$ cat config.mk
export PLATFORM = sky130hd
export DESIGN_NAME = llc_req_sequencer_flat
export DESIGN_NICKNAME = d
export VERILOG_FILES = /design/src/rtl/llc_req_sequencer_if.sv /design/src/rtl/llc_req_sequencer.sv /design/src/flat_wrapper.sv
export SDC_FILE = /design/constraint.sdc
export NUM_CORES = 1
export LEC_CHECK = 0
export ABC_AREA = 1
export BUFFER_PORTS_ARGS = -buffer_cell sky130_fd_sc_hd__buf_2
export CORE_MARGIN = 4
export CORE_UTILIZATION = 50
export CTS_BUF_LIST = sky130_fd_sc_hd__clkbuf_16
export DETAILED_ROUTE_END_ITERATION = 8
export PLACE_DENSITY_LB_ADDON = 0.1
export SLEW_MARGIN = 20
export SYNTH_ARGS = -nofsm -noshare
export SYNTH_HDL_FRONTEND = slang
export SYNTH_SLANG_ARGS = --single-unit
$ cat constraint.sdc
create_clock -name clk -period 2.1 [get_ports clk]
set_input_delay 0.21 -clock clk [delete_from_list [all_inputs] [get_ports clk]]
set_output_delay 0.21 -clock clk [all_outputs]
set_load 0.02 [all_outputs]
$ cat src/rtl/llc_req_sequencer_if.sv
// Handshake bundle between the LLC request sequencer and its neighbours:
// trace front end, cache array (lookup/update/clear), system bus and snoop reply.
interface llc_req_sequencer_if #(
   parameter int SETS       = 16384,
   parameter int WAYS       = 8,
   parameter int LINE_BYTES = 64
);
   localparam int INDEX_W = $clog2(SETS);
   localparam int WAY_W   = $clog2(WAYS);
   localparam int OFF_W   = $clog2(LINE_BYTES);
   localparam int TAG_W   = 32 - INDEX_W - OFF_W;

   logic               cmd_valid;
   logic               cmd_ready;
   logic [3:0]         cmd_n;
   logic [31:0]        cmd_addr;
   logic               cmd_done;

   logic               lk_req;
   logic [INDEX_W-1:0] lk_set;
   logic [TAG_W-1:0]   lk_tag;
   logic               lk_hit;
   logic [WAY_W-1:0]   lk_way;
   logic [1:0]         lk_state;
   logic [WAY_W-1:0]   lk_vway;
   logic [1:0]         lk_vstate;
   logic [TAG_W-1:0]   lk_vtag;

   logic               upd_valid;
   logic [INDEX_W-1:0] upd_set;
   logic [WAY_W-1:0]   upd_way;
   logic [TAG_W-1:0]   upd_tag;
   logic [1:0]         upd_state;
   logic               upd_touch;

   logic               clr_valid;
   logic [INDEX_W-1:0] clr_set;

   logic               bus_valid;
   logic [1:0]         bus_op;
   logic [31:0]        bus_addr;
   logic               bus_done;
   logic [1:0]         bus_snoop;

   logic               snp_valid;
   logic [1:0]         snp_result;

   // master is the sequencer's view
   modport master (
      input  cmd_valid, cmd_n, cmd_addr,
      input  lk_hit, lk_way, lk_state, lk_vway, lk_vstate, lk_vtag,
      input  bus_done, bus_snoop,
      output cmd_ready, cmd_done,
      output lk_req, lk_set, lk_tag,
      output upd_valid, upd_set, upd_way, upd_tag, upd_state, upd_touch,
      output clr_valid, clr_set,
      output bus_valid, bus_op, bus_addr,
      output snp_valid, snp_result
   );

   modport slave (
      output cmd_valid, cmd_n, cmd_addr,
      output lk_hit, lk_way, lk_state, lk_vway, lk_vstate, lk_vtag,
      output bus_done, bus_snoop,
      input  cmd_ready, cmd_done,
      input  lk_req, lk_set, lk_tag,
      input  upd_valid, upd_set, upd_way, upd_tag, upd_state, upd_touch,
      input  clr_valid, clr_set,
      input  bus_valid, bus_op, bus_addr,
      input  snp_valid, snp_result
   );
endinterface

$ cat src/rtl/llc_req_sequencer.sv
// One-command-at-a-time LLC sequencer: lookup, victim writeback, bus op,
// MESI/PLRU update, snoop reply, and the set-by-set clear sweep.
module llc_req_sequencer #(
   parameter int SETS       = 16384,
   parameter int WAYS       = 8,
   parameter int LINE_BYTES = 64
) (
   input  logic                clk,
   input  logic                rst,
   llc_req_sequencer_if.master bus_if
);
   localparam int INDEX_W = $clog2(SETS);
   localparam int WAY_W   = $clog2(WAYS);
   localparam int OFF_W   = $clog2(LINE_BYTES);
   localparam int TAG_W   = 32 - INDEX_W - OFF_W;

   localparam logic [2:0] S_IDLE = 3'd0, S_LOOKUP = 3'd1, S_EVAL = 3'd2, S_EVICT = 3'd3,
                          S_BUS = 3'd4, S_UPDATE = 3'd5, S_CLEAR = 3'd6, S_DONE = 3'd7;
   localparam logic [1:0] ST_I = 2'd0, ST_S = 2'd1, ST_E = 2'd2, ST_M = 2'd3;
   localparam logic [1:0] OP_READ = 2'd0, OP_WRITE = 2'd1, OP_INVAL = 2'd2, OP_RWIM = 2'd3;
   localparam logic [1:0] SN_NOHIT = 2'd0, SN_HIT = 2'd1, SN_HITM = 2'd2;
   localparam logic [3:0] C_RD = 4'd0, C_WR = 4'd1, C_IF = 4'd2, C_SRD = 4'd3,
                          C_SRWIM = 4'd5, C_SINV = 4'd6, C_CLR = 4'd8;

   logic [2:0]         state_q, state_d;
   logic [3:0]         cmd_q, cmd_d;
   logic [INDEX_W-1:0] set_q, set_d;
   logic [TAG_W-1:0]   tag_q, tag_d;
   logic [TAG_W-1:0]   vtag_q, vtag_d;
   logic [WAY_W-1:0]   way_q, way_d;
   logic [1:0]         ustate_q, ustate_d;
   logic               touch_q, touch_d;
   logic [1:0]         op_q, op_d;
   logic [INDEX_W-1:0] clr_q, clr_d;
   logic               snp_valid_c;
   logic [1:0]         snp_res_c;
   logic               resident;
   logic               unused_offset;

   assign unused_offset = ^bus_if.cmd_addr[OFF_W-1:0];
   // a hit on an invalid line is treated exactly like a miss
   assign resident = bus_if.lk_hit && (bus_if.lk_state != ST_I);

   always_comb begin
      state_d     = state_q;
      cmd_d       = cmd_q;
      set_d       = set_q;
      tag_d       = tag_q;
      vtag_d      = vtag_q;
      way_d       = way_q;
      ustate_d    = ustate_q;
      touch_d     = touch_q;
      op_d        = op_q;
      clr_d       = clr_q;
      snp_valid_c = 1'b0;
      snp_res_c   = SN_NOHIT;
      case (state_q)
         S_IDLE: if (bus_if.cmd_valid) begin
            cmd_d = bus_if.cmd_n;
            set_d = bus_if.cmd_addr[OFF_W+INDEX_W-1:OFF_W];
            tag_d = bus_if.cmd_addr[31:OFF_W+INDEX_W];
            clr_d = '0;
            case (bus_if.cmd_n)
               C_CLR:                                    state_d = S_CLEAR;
               C_RD, C_WR, C_IF, C_SRD, C_SRWIM, C_SINV: state_d = S_LOOKUP;
               default:                                  state_d = S_DONE;
            endcase
         end
         S_LOOKUP: state_d = S_EVAL;
         S_EVAL: begin
            way_d    = bus_if.lk_way;
            vtag_d   = bus_if.lk_vtag;
            ustate_d = bus_if.lk_state;
            touch_d  = 1'b0;
            op_d     = OP_WRITE;
            state_d  = S_DONE;
            case (cmd_q)
               C_RD, C_IF: begin
                  touch_d = 1'b1;
                  op_d    = OP_READ;
                  if (resident) state_d = S_UPDATE;
                  else begin
                     way_d   = bus_if.lk_vway;
                     state_d = (bus_if.lk_vstate == ST_M) ? S_EVICT : S_BUS;
                  end
               end
               C_WR: begin
                  touch_d  = 1'b1;
                  ustate_d = ST_M;
                  if (resident) begin
                     op_d    = OP_INVAL;
                     state_d = (bus_if.lk_state == ST_S) ? S_BUS : S_UPDATE;
                  end else begin
                     op_d    = OP_RWIM;
                     way_d   = bus_if.lk_vway;
                     state_d = (bus_if.lk_vstate == ST_M) ? S_EVICT : S_BUS;
                  end
               end
               C_SRD: begin
                  snp_valid_c = 1'b1;
                  ustate_d    = ST_S;
                  if (resident) begin
                     snp_res_c = (bus_if.lk_state == ST_M) ? SN_HITM : SN_HIT;
                     if (bus_if.lk_state == ST_M)      state_d = S_BUS;
                     else if (bus_if.lk_state == ST_E) state_d = S_UPDATE;
                  end
               end
               C_SRWIM: begin
                  snp_valid_c = 1'b1;
                  ustate_d    = ST_I;
                  if (resident) begin
                     snp_res_c = (bus_if.lk_state == ST_M) ? SN_HITM : SN_HIT;
                     state_d   = (bus_if.lk_state == ST_M) ? S_BUS : S_UPDATE;
                  end
               end
               C_SINV: begin
                  ustate_d = ST_I;
                  if (resident && bus_if.lk_state == ST_S) state_d = S_UPDATE;
               end
               default: state_d = S_DONE;
            endcase
         end
         S_EVICT: if (bus_if.bus_done) state_d = S_BUS;
         S_BUS: if (bus_if.bus_done) begin
            state_d = S_UPDATE;
            // fill state depends on whether any other cache kept a copy
            if (op_q == OP_READ) ustate_d = (bus_if.bus_snoop == SN_NOHIT) ? ST_E : ST_S;
         end
         S_UPDATE: state_d = S_DONE;
         S_CLEAR: begin
            clr_d = clr_q + 1'b1;
            if (clr_q == INDEX_W'(SETS - 1)) state_d = S_DONE;
         end
         default: state_d = S_IDLE;
      endcase
   end

   always_ff @(posedge clk) begin
      if (rst) begin
         state_q  <= S_IDLE;
         cmd_q    <= '0;
         set_q    <= '0;
         tag_q    <= '0;
         vtag_q   <= '0;
         way_q    <= '0;
         ustate_q <= '0;
         touch_q  <= 1'b0;
         op_q     <= '0;
         clr_q    <= '0;
      end else begin
         state_q  <= state_d;
         cmd_q    <= cmd_d;
         set_q    <= set_d;
         tag_q    <= tag_d;
         vtag_q   <= vtag_d;
         way_q    <= way_d;
         ustate_q <= ustate_d;
         touch_q  <= touch_d;
         op_q     <= op_d;
         clr_q    <= clr_d;
      end
   end

   assign bus_if.cmd_ready  = (state_q == S_IDLE);
   assign bus_if.cmd_done   = (state_q == S_DONE);
   assign bus_if.lk_req     = (state_q == S_LOOKUP);
   assign bus_if.lk_set     = bus_if.lk_req ? set_q : '0;
   assign bus_if.lk_tag     = bus_if.lk_req ? tag_q : '0;
   assign bus_if.upd_valid  = (state_q == S_UPDATE);
   assign bus_if.upd_set    = bus_if.upd_valid ? set_q : '0;
   assign bus_if.upd_way    = bus_if.upd_valid ? way_q : '0;
   assign bus_if.upd_tag    = bus_if.upd_valid ? tag_q : '0;
   assign bus_if.upd_state  = bus_if.upd_valid ? ustate_q : '0;
   assign bus_if.upd_touch  = bus_if.upd_valid & touch_q;
   assign bus_if.clr_valid  = (state_q == S_CLEAR);
   assign bus_if.clr_set    = bus_if.clr_valid ? clr_q : '0;
   assign bus_if.bus_valid  = (state_q == S_EVICT) || (state_q == S_BUS);
   assign bus_if.bus_op     = (state_q == S_EVICT) ? OP_WRITE : (state_q == S_BUS) ? op_q : '0;
   assign bus_if.bus_addr   = (state_q == S_EVICT) ? {vtag_q, set_q, {OFF_W{1'b0}}} :
                              (state_q == S_BUS)   ? {tag_q,  set_q, {OFF_W{1'b0}}} : '0;
   assign bus_if.snp_valid  = snp_valid_c;
   assign bus_if.snp_result = snp_res_c;
endmodule

$ cat src/flat_wrapper.sv
// flat-port wrapper written by rule: the top's interface ports become plain ports
module llc_req_sequencer_flat 
#(
   parameter int SETS       = 16384,
   parameter int WAYS       = 8,
   parameter int LINE_BYTES = 64
)
  (clk, rst, bus_if_cmd_valid, bus_if_cmd_n, bus_if_cmd_addr, bus_if_lk_hit, bus_if_lk_way, bus_if_lk_state, bus_if_lk_vway, bus_if_lk_vstate, bus_if_lk_vtag, bus_if_bus_done, bus_if_bus_snoop, bus_if_cmd_ready, bus_if_cmd_done, bus_if_lk_req, bus_if_lk_set, bus_if_lk_tag, bus_if_upd_valid, bus_if_upd_set, bus_if_upd_way, bus_if_upd_tag, bus_if_upd_state, bus_if_upd_touch, bus_if_clr_valid, bus_if_clr_set, bus_if_bus_valid, bus_if_bus_op, bus_if_bus_addr, bus_if_snp_valid, bus_if_snp_result);
  llc_req_sequencer_if #(.SETS(SETS), .WAYS(WAYS), .LINE_BYTES(LINE_BYTES)) bus_if_i ();
  input  logic clk;
  input  logic rst;
  input wire logic [$bits(bus_if_i.cmd_valid)-1:0] bus_if_cmd_valid;
  input wire logic [$bits(bus_if_i.cmd_n)-1:0] bus_if_cmd_n;
  input wire logic [$bits(bus_if_i.cmd_addr)-1:0] bus_if_cmd_addr;
  input wire logic [$bits(bus_if_i.lk_hit)-1:0] bus_if_lk_hit;
  input wire logic [$bits(bus_if_i.lk_way)-1:0] bus_if_lk_way;
  input wire logic [$bits(bus_if_i.lk_state)-1:0] bus_if_lk_state;
  input wire logic [$bits(bus_if_i.lk_vway)-1:0] bus_if_lk_vway;
  input wire logic [$bits(bus_if_i.lk_vstate)-1:0] bus_if_lk_vstate;
  input wire logic [$bits(bus_if_i.lk_vtag)-1:0] bus_if_lk_vtag;
  input wire logic [$bits(bus_if_i.bus_done)-1:0] bus_if_bus_done;
  input wire logic [$bits(bus_if_i.bus_snoop)-1:0] bus_if_bus_snoop;
  output wire logic [$bits(bus_if_i.cmd_ready)-1:0] bus_if_cmd_ready;
  output wire logic [$bits(bus_if_i.cmd_done)-1:0] bus_if_cmd_done;
  output wire logic [$bits(bus_if_i.lk_req)-1:0] bus_if_lk_req;
  output wire logic [$bits(bus_if_i.lk_set)-1:0] bus_if_lk_set;
  output wire logic [$bits(bus_if_i.lk_tag)-1:0] bus_if_lk_tag;
  output wire logic [$bits(bus_if_i.upd_valid)-1:0] bus_if_upd_valid;
  output wire logic [$bits(bus_if_i.upd_set)-1:0] bus_if_upd_set;
  output wire logic [$bits(bus_if_i.upd_way)-1:0] bus_if_upd_way;
  output wire logic [$bits(bus_if_i.upd_tag)-1:0] bus_if_upd_tag;
  output wire logic [$bits(bus_if_i.upd_state)-1:0] bus_if_upd_state;
  output wire logic [$bits(bus_if_i.upd_touch)-1:0] bus_if_upd_touch;
  output wire logic [$bits(bus_if_i.clr_valid)-1:0] bus_if_clr_valid;
  output wire logic [$bits(bus_if_i.clr_set)-1:0] bus_if_clr_set;
  output wire logic [$bits(bus_if_i.bus_valid)-1:0] bus_if_bus_valid;
  output wire logic [$bits(bus_if_i.bus_op)-1:0] bus_if_bus_op;
  output wire logic [$bits(bus_if_i.bus_addr)-1:0] bus_if_bus_addr;
  output wire logic [$bits(bus_if_i.snp_valid)-1:0] bus_if_snp_valid;
  output wire logic [$bits(bus_if_i.snp_result)-1:0] bus_if_snp_result;
  assign bus_if_i.cmd_valid = bus_if_cmd_valid;
  assign bus_if_i.cmd_n = bus_if_cmd_n;
  assign bus_if_i.cmd_addr = bus_if_cmd_addr;
  assign bus_if_i.lk_hit = bus_if_lk_hit;
  assign bus_if_i.lk_way = bus_if_lk_way;
  assign bus_if_i.lk_state = bus_if_lk_state;
  assign bus_if_i.lk_vway = bus_if_lk_vway;
  assign bus_if_i.lk_vstate = bus_if_lk_vstate;
  assign bus_if_i.lk_vtag = bus_if_lk_vtag;
  assign bus_if_i.bus_done = bus_if_bus_done;
  assign bus_if_i.bus_snoop = bus_if_bus_snoop;
  assign bus_if_cmd_ready = bus_if_i.cmd_ready;
  assign bus_if_cmd_done = bus_if_i.cmd_done;
  assign bus_if_lk_req = bus_if_i.lk_req;
  assign bus_if_lk_set = bus_if_i.lk_set;
  assign bus_if_lk_tag = bus_if_i.lk_tag;
  assign bus_if_upd_valid = bus_if_i.upd_valid;
  assign bus_if_upd_set = bus_if_i.upd_set;
  assign bus_if_upd_way = bus_if_i.upd_way;
  assign bus_if_upd_tag = bus_if_i.upd_tag;
  assign bus_if_upd_state = bus_if_i.upd_state;
  assign bus_if_upd_touch = bus_if_i.upd_touch;
  assign bus_if_clr_valid = bus_if_i.clr_valid;
  assign bus_if_clr_set = bus_if_i.clr_set;
  assign bus_if_bus_valid = bus_if_i.bus_valid;
  assign bus_if_bus_op = bus_if_i.bus_op;
  assign bus_if_bus_addr = bus_if_i.bus_addr;
  assign bus_if_snp_valid = bus_if_i.snp_valid;
  assign bus_if_snp_result = bus_if_i.snp_result;
  llc_req_sequencer #(.SETS(SETS), .WAYS(WAYS), .LINE_BYTES(LINE_BYTES)) u_core (.clk(clk), .rst(rst), .bus_if(bus_if_i));
endmodule
# After elaboration in Yosys (flattened, before gate mapping)
# Cells that the tools add are included.
dict set report op_classes {
  add_sub_neg 1
  eq_ne 28
  mux 46
  n_bitwise 1
  reduce_logical 20
}
# cell n
set op_table {}
lappend op_table {{$mux W32} 2}
lappend op_table {{$mux W14} 4}
lappend op_table {{$mux W3} 13}
lappend op_table {{$pmux W14 S2} 1}
lappend op_table {{$mux W12} 2}
lappend op_table {{$mux W2} 12}
lappend op_table {{$pmux W3 S7} 1}
lappend op_table {{$eq A4 B2 Y1 const B} 4}
lappend op_table {{$eq A4 B3 Y1 const B} 4}
lappend op_table {{$pmux W3 S5} 1}
lappend op_table {{$add A14 B1 Y14 const B} 1}
lappend op_table {{$eq A14 B14 Y1 const B} 1}
lappend op_table {{$eq A3 B3 Y1 const B} 4}
lappend op_table {{$eq A4 B1 Y1 const B} 2}
lappend op_table {{$logic_not A4 Y1} 2}
lappend op_table {{$ne A2 B2 Y1 const B} 4}
lappend op_table {{$pmux W2 S2} 2}
lappend op_table {{$eq A2 B2 Y1 const B} 3}
lappend op_table {{$eq A3 B2 Y1 const B} 2}
lappend op_table {{$mux W1} 6}
lappend op_table {{$pmux W2 S3} 1}
lappend op_table {{$pmux W3 S2} 1}
lappend op_table {{$reduce_bool A2 Y1} 3}
lappend op_table {{$reduce_or A2 Y1} 3}
lappend op_table {{other kinds (14)} 17}
dict set report totals {
  regBits 67
  in_bits 65
  word_cells 106
}

# Depth between registers and ports, before layout
# Gate-level depths: netlist of the first run.
dict set report logic_depth {
  depth_word 6
  mapped_depth 10
  ltp_nobuf 10
}

# Least setup slack after synthesis of the first run
# OpenSTA, ideal clock, no wires.
dict set report synth_path {
  kind {flip-flop to output port}
  start {register u_core.state_q[1]}
  end {output port bus_if_lk_set[0]}
  arrival_ps 1616
  setup_slack_ps 274
  stages_incl_launch_ff 7
  path_cell_list {dfxtp_1 inv_2 nand2_1 nor2_1 clkinv_1 buf_2 nor2_1}
}
dict set report synth_via {
  elab_chain_len 2
}
# item line_no
set synth_rtl {}
lappend synth_rtl {{start, declared} llc_req_sequencer.sv:25} ;# logic [2:0] state_q, state_d;
lappend synth_rtl {{start signal, assigned} llc_req_sequencer.sv:151} ;# state_q <= state_d;
lappend synth_rtl {{$eq A3 B1 Y1} llc_req_sequencer.sv:166} ;# assign bus_if.lk_req = (state_q == S_LOOKUP);
lappend synth_rtl {{net bus_if_lk_req} flat_wrapper.sv:25} ;# output wire logic [$bits(bus_if_i.lk_req)-1:0] bus_if_lk_req;
lappend synth_rtl {{$mux W14} llc_req_sequencer.sv:167} ;# assign bus_if.lk_set = bus_if.lk_req ? set_q : '0;
lappend synth_rtl {{end, declared} flat_wrapper.sv:26} ;# output wire logic [$bits(bus_if_i.lk_set)-1:0] bus_if_lk_set;
# The timed path passes the listed nets, and every way through them passes these cells.

# Final worst setup path of the first run
dict set report layout_path {
  start {register u_core.state_q[0]}
  end {output port bus_if_upd_state[0]}
}
dict set report layout_via {
  elab_chain_len 2
}
# item line_no
set layout_rtl {}
lappend layout_rtl {{$eq A3 B3 Y1} llc_req_sequencer.sv:169} ;# assign bus_if.upd_valid = (state_q == S_UPDATE);
lappend layout_rtl {{$mux W2} llc_req_sequencer.sv:173} ;# assign bus_if.upd_state = bus_if.upd_valid ? ustate_q : '0;
lappend layout_rtl {{end, declared} flat_wrapper.sv:32} ;# output wire logic [$bits(bus_if_i.upd_state)-1:0] bus_if_upd_state;
# Every way passes these cells.

==> metrics.md, run 1 <==
| Metric | Value |
|---|---|
| Initial core utilization | `0.527` |
| Ys async rst share | `0` |
| Max cap viols | `0` |
| DIE WIDTH | `93.6 µm` |
| FF-to-FF path depth | `9` |
| Hold Crit Class | `input port to flop` |
| Initial antenna violation count | `0` |
| GRT overflow | `0` |
| First-pass GRT wire length | `17400 µm` |
| Final core occ | `0.701` |
| Switching share of power | `0.397` |
| Die H | `93.6 µm` |
| Clock Latency Late Sink | `330 ps` |
| Synthesized area | `3660 µm²` |
| Critical path required time | `1890 ps` |
| Final wirelength | `11000 µm` |
| Dpl cell area | `4530 µm²` |
| Area leader, netlist | `dfxtp_1` |
| Status | `finished, final reports clean` |
| Synth cell types | `36` |
| Clock root buffer | `clkbuf_16` |
| Clock power share | `0.290` |
| Area delta synth->final | `33.0%` |
| Met2 usage | `0.431` |
| Register area share after synthesis | `0.366` |
| Layer carrying the most global-route usage | `met2` |
| Syn Area/Cell | `6.50 µm²` |
| Clock transition at the registers of the reported paths | `60 ps` |
| Clock Skew | `4.61 ps` |
| TritonCTS Buffers | `9` |
| DP HPWL | `8120 µm` |
| DIE AREA | `8760 µm²` |
| Achievable clock frequency | `499 MHz` |
| Most common cell after layout, fill and taps aside | `buf_2` |
| Largest net degree at the start of global routing | `58` |
| Combinational power share | `0.392` |
| Layout Cells excl Fill | `821` |
| WP data arrival | `1790 ps` |
| Top cell type's share of synthesized area | `0.366` |
| Vias | `4118` |
| Internal | `3.30 mW` |
| RSZ-0062 raised after global routing | `no` |
| PnR worst setup slack | `95.7 ps` |
| Crit path max fanout | `25` |
| Hold-fix buffers, CTS | `0` |
| Gp weighted congestion | `0.906` |
| Sw power | `2.17 mW` |
| Fin. Hold Viols | `0` |
| Ports | `180` |
| DRC viols | `0` |
| Final Max Slew Viols | `0` |
| Leakage | `2.41 nW` |
| CP startpoint kind | `flop` |
| Pre-CTS WS | `310 ps` |
| Buffers on Ports | `167` |
| Yosys reg bits | `67` |
| Final Cell Area | `4870 µm²` |
| DR pass1 iterations | `5` |
| Inst Count DP | `804` |
| EDFF count, synth | `0` |
| Ranking of synthesized cells by area | `dfxtp_1 (37%), nor2_1 (11%), inv_1 (8.9%), a21oi_1 (7.8%), o21ai_0 (7.7%)` |
| Min cycle time layout | `2000 ps` |
| Routing usage on met3 | `0.0451` |
| Total number of placement rows | `30` |
| Final nets | `786` |
| Worst setup path class | `flop to output port` |
| GRT Overall Usage | `0.246` |
| Period utilization | `0.954` |
| Yosys warns | `0` |
| Diodes inserted | `0` |
| Setup TNS | `0 ps` |
| Synth Instances | `563` |
| DRT iter0 DRCs | `198` |
| Sequential share of power | `0.318` |
| Final setup violating endpoints | `0` |
| Max Root-Sink Buffers | `2` |
| Hold Crit Depth | `3` |
| Power density over the cells | `1120 nW/µm²` |
| Commonest register cell after synthesis | `dfxtp_1` |
| Routed vias/inst | `5.02` |
| Commonest cells after routing, fill and taps aside | `buf_2 (167), nor2_1 (109), inv_1 (86)` |
| Vias in the first global route | `3662` |
| Crit path capture type | `output port` |
| Peak supply drop | `872 µV` |
| Routed WL per cell | `13.4 µm` |
| Layout cells sized above 1 | `0.306` |
| Max H-tree Level | `3` |
| Core Region | `6940 µm²` |
| Clock Sinks | `67` |
| Grt met1 use | `0.304` |
| CTS tree | `done` |
| DRT antenna net count | `0` |
## area by class of cell
class | count | area, µm²
fillers | 633 | 2070
flip-flops and latches | 67 | 1340
repair buffers | 177 | 961
inverters | 96 | 364
well taps | 96 | 120
multi-input cells | 369 | 1770
clock buffers | 9 | 225
clock inverters | 7 | 92.6
## registers in the layout (all words and copies together) (netlist names), 2 cells and up
name             count
u_core.clr_q        14
u_core.cmd_q         4
u_core.op_q          2
u_core.set_q        14
u_core.state_q       3
u_core.tag_q        12
u_core.ustate_q      2
u_core.vtag_q       12
u_core.way_q         3
## cell usage after synthesis (2+ instances only)
cell type / n
a211oi_1: 2
a21oi_1: 57
a221oi_1: 3
buf_2: 12
buf_4: 9
buf_6: 4
clkbuf_1: 11
dfxtp_1: 67
inv_1: 87
inv_2: 8
nand2_1: 63
nand2_2: 5
nand3_1: 22
nand3_2: 3
nand4_1: 3
nor2_1: 109
nor2_2: 2
nor2_4: 3
nor3_1: 5
o21ai_0: 56
o21ai_2: 3
o22ai_1: 15
## cells by family (layout without fill, tap and decap cells)
family	Yosys count	in the layout	synth area share
buffers and inverters	132	289	0.157
adders and majority gates	1	1	0.00342
and+or+nand+nor	218	218	0.256
DFF	67	67	0.366
AOI/OAI and AO/OA	144	144	0.217
other	1	6	0.00102
## critical path, cell delays in order (launching register included)
cell and delay [ps]:
dfxtp_1 460, nand2_1 140, nor2_1 170, inv_1 200
buf_12 220, nor2_1 100, buf_2 170
## layer usage
metal | part of all wire | vias up
li1 | - | 2097
met1 | 0.41 | 1855
met2 | 0.49 | 152
met3 | 0.081 | 14
met4 | 0.013 | 0
met5 | 0 | -
## final timing paths
path                                       start                        endpoint  slack, ps
setup / recovery  u_core.state_q[0]$_SDFFE_PP0P_             bus_if_upd_state[0]        100
hold / removal               bus_if_cmd_addr[11]    u_core.set_q[5]$_SDFFE_PP0P_        160
setup reg to reg    u_core.clr_q[1]$_SDFFE_PP0P_  u_core.state_q[1]$_SDFFE_PP0P_        450
hold reg to reg    u_core.vtag_q[3]$_SDFFE_PP0P_   u_core.vtag_q[3]$_SDFFE_PP0P_        450
## stage by stage
stage,power (mW),hold slack (ps)
final,5.47,157
after global routing,5.84,177
after CTS,5.46,156
after detailed placement,3.85,445
after global placement,3.79,439
after floorplan,3.32,374
## power groups by stage
stage	clock (mW)	sequential, mW	combinational [mW]
after detailed placement	0	1.76	2.09
after CTS	1.61	1.74	2.11
after floorplan	0	1.72	1.60
final	1.59	1.74	2.15
after global routing	1.67	1.78	2.39
after global placement	0	1.75	2.04
## timing repair
action,in CTS,in global routing
setup buffers,0,1
endpoints found under the setup margin,31,14
endpoints found under the hold margin,0,0
resized for setup,2,0
Note: power is estimated with default switching activity, not from simulation.
==> inputs of run 2 (changes only) <==
- CELL_PAD_IN_SITES_DETAIL_PLACEMENT: unset -> 1
- CELL_PAD_IN_SITES_GLOBAL_PLACEMENT: unset -> 2
- CORE_UTILIZATION: 50 -> 25
==> metrics.md, run 2 (synthesis results as in run 1) <==
| Metric | Value |
|---|---|
| Layout Cells excl Fill | `907 (+10%)` |
| Initial antenna violation count | `0 (unchanged)` |
| CTS tree | `done` |
| WP data arrival | `1710 ps (-80 ps)` |
| Clock transition at the registers of the reported paths | `60 ps (about the same)` |
| Critical path required time | `1890 ps (about the same)` |
| Clock Skew | `5.84 ps (+1.23 ps)` |
| Diodes inserted | `0 (unchanged)` |
| Area delta synth->final | `35.7%` |
| Final wirelength | `13600 µm (+23%)` |
| Power density over the cells | `1120 nW/µm² (about the same)` |
| DIE WIDTH | `129 µm (+38%)` |
| Commonest cells after routing, fill and taps aside | `buf_2 (167), nor2_1 (108), inv_1 (86)` |
| DR pass1 iterations | `4 (-1)` |
| First-pass GRT wire length | `21100 µm (+22%)` |
| Ports | `180 (unchanged)` |
| DP HPWL | `10300 µm (+26%)` |
| Period utilization | `0.915 (-0.0391)` |
| FF+latch area | `1340 µm² (about the same)` |
| Min cycle time layout | `1920 ps (-82.2 ps)` |
| Dpl cell area | `4620 µm² (+2.1%)` |
| DIE AREA | `16700 µm² (+90%)` |
| Vias | `4145 (+0.66%)` |
| Largest registers | `u_core.clr_q (14), u_core.set_q (14)` |
| CP startpoint kind | `flop` |
| Multi-input combinational cell area | `1770 µm² (+0.14%)` |
| Core Region | `14100 µm² (+100%)` |
| Total number of placement rows | `43 (+43%)` |
| Slew headroom | `0.428` |
| Clock root buffer | `clkbuf_16` |
| GRT Overall Usage | `0.161 (-0.0847)` |
| Leakage | `2.41 nW (+0.27%)` |
| Max H-tree Level | `3 (unchanged)` |
| Largest net degree at the start of global routing | `54 (-6.9%)` |
| Clock Latency Late Sink | `340 ps (about the same)` |
| DRT iter0 DRCs | `165 (-17%)` |
| RSZ-0062 raised after global routing | `no` |
| Vias in the first global route | `4233 (+16%)` |
| Worst setup path class | `flop to output port` |
| Buffers on Ports | `167 (unchanged)` |
| Most common cell after layout, fill and taps aside | `buf_2` |
| Die H | `129 µm (+38%)` |
| Routed vias/inst | `4.57 (-8.9%)` |
| Achievable clock frequency | `520 MHz (+4.3%)` |
| Routed WL per cell | `15.0 µm (+12%)` |
| Inst Count DP | `890 (+11%)` |
| GRT overflow | `0 (unchanged)` |
| Final Cell Area | `4970 µm² (+2.0%)` |
| Hold Crit Class | `input port to flop` |
| Setup TNS | `0 ps (unchanged)` |
| Gp weighted congestion | `0.839 (-7.4%)` |
| Clock Sinks | `67 (unchanged)` |
| Crit path capture type | `output port` |
| Max Root-Sink Buffers | `2 (unchanged)` |
| Status | `finished, final reports clean` |
| Filler cells | `1846 (+190%)` |
| Initial core utilization | `0.260 (-0.268)` |
| DRC viols | `0 (unchanged)` |
| Max cap viols | `0 (unchanged)` |
| DRT antenna net count | `0 (unchanged)` |
| Crit path max fanout | `32 (+28%)` |
| Worst-Margin Slew | `857 ps` |
| Fin. Hold Viols | `0 (unchanged)` |
| Final Max Slew Viols | `0 (unchanged)` |
| Final setup violating endpoints | `0 (unchanged)` |
| Peak supply drop | `418 µV (-52%)` |
| Layout cells sized above 1 | `0.311 (+0.00466)` |
| TritonCTS Buffers | `9 (unchanged)` |
| Final nets | `788 (+0.25%)` |
-- run 2: stage by stage --
step / util / setup WS [ps] / power, mW / hold WS, ps
final: 0.352 / 178 / 5.58 / 151
after global placement: 0.328 / 317 / 3.93 / 441
after global routing: 0.352 / 9.64 / 6.04 / 170
after CTS: 0.352 / 10.1 / 5.69 / 141
after floorplan: - / 274 / 3.32 / 374
after detailed placement: 0.328 / 212 / 3.98 / 450
-- run 2: cell type report --
| type | count | area share |
|---|---|---|
| Timing Repair Buffer | 179 | 0.191 |
| Sequential cell | 67 | 0.270 |
| Tap cell | 180 | 0.0453 |
| Clock buffer | 9 | 0.0453 |
| Inverter | 96 | 0.0733 |
| Clock inverter | 7 | 0.0184 |
| Multi-Input combinational cell | 369 | 0.356 |
-- run 2: worst paths after layout --
check                                                    start                        endpoint  slack, ps  cells after the start
worst max-delay path            u_core.state_q[1]$_SDFFE_PP0P_               bus_if_upd_set[7]        180                      7
worst min-delay path                         bus_if_lk_vtag[8]   u_core.vtag_q[8]$_SDFFE_PP0P_        150                      3
worst max register to register    u_core.clr_q[0]$_SDFFE_PP0P_  u_core.state_q[0]$_SDFFE_PP0P_        460                      9
worst min register to register   u_core.vtag_q[7]$_SDFFE_PP0P_   u_core.vtag_q[7]$_SDFFE_PP0P_        460                      2
-- run 2: what timing repair did --
action | CTS | global route
endpoints found under the hold margin | 0 | 0
resized for setup | 1 | 3
hold buffers | 0 | 0
setup buffers | 1 | 0
setup endpoints to repair | 14 | 51
-- run 2: power breakdown --
| part | total (mW) | leakage [nW] | internal [mW] | switching, mW |
|---|---|---|---|---|
| sequential | 1.74 | 0.549 | 1.60 | 0.139 |
| clock | 1.63 | 0.157 | 1.04 | 0.594 |
| combinational | 2.21 | 1.71 | 0.672 | 1.54 |
| total | 5.58 | 2.41 | 3.31 | 2.27 |
-- run 2: critical path, stage by stage, from the launching register on --
cell and delay, ps:
dfxtp_1 430, inv_2 90, nand2_1 130, nor2_1 60, inv_1 50, buf_4 340
nor2_1 90, buf_2 170
-- run 2: layer usage --
layer	wire, µm	track usage	share of wire
met1	5930	0.194	0.44
met5	0	0	0
met2	6670	0.282	0.49
met3	785	0.0478	0.058
met4	183	0.0401	0.013
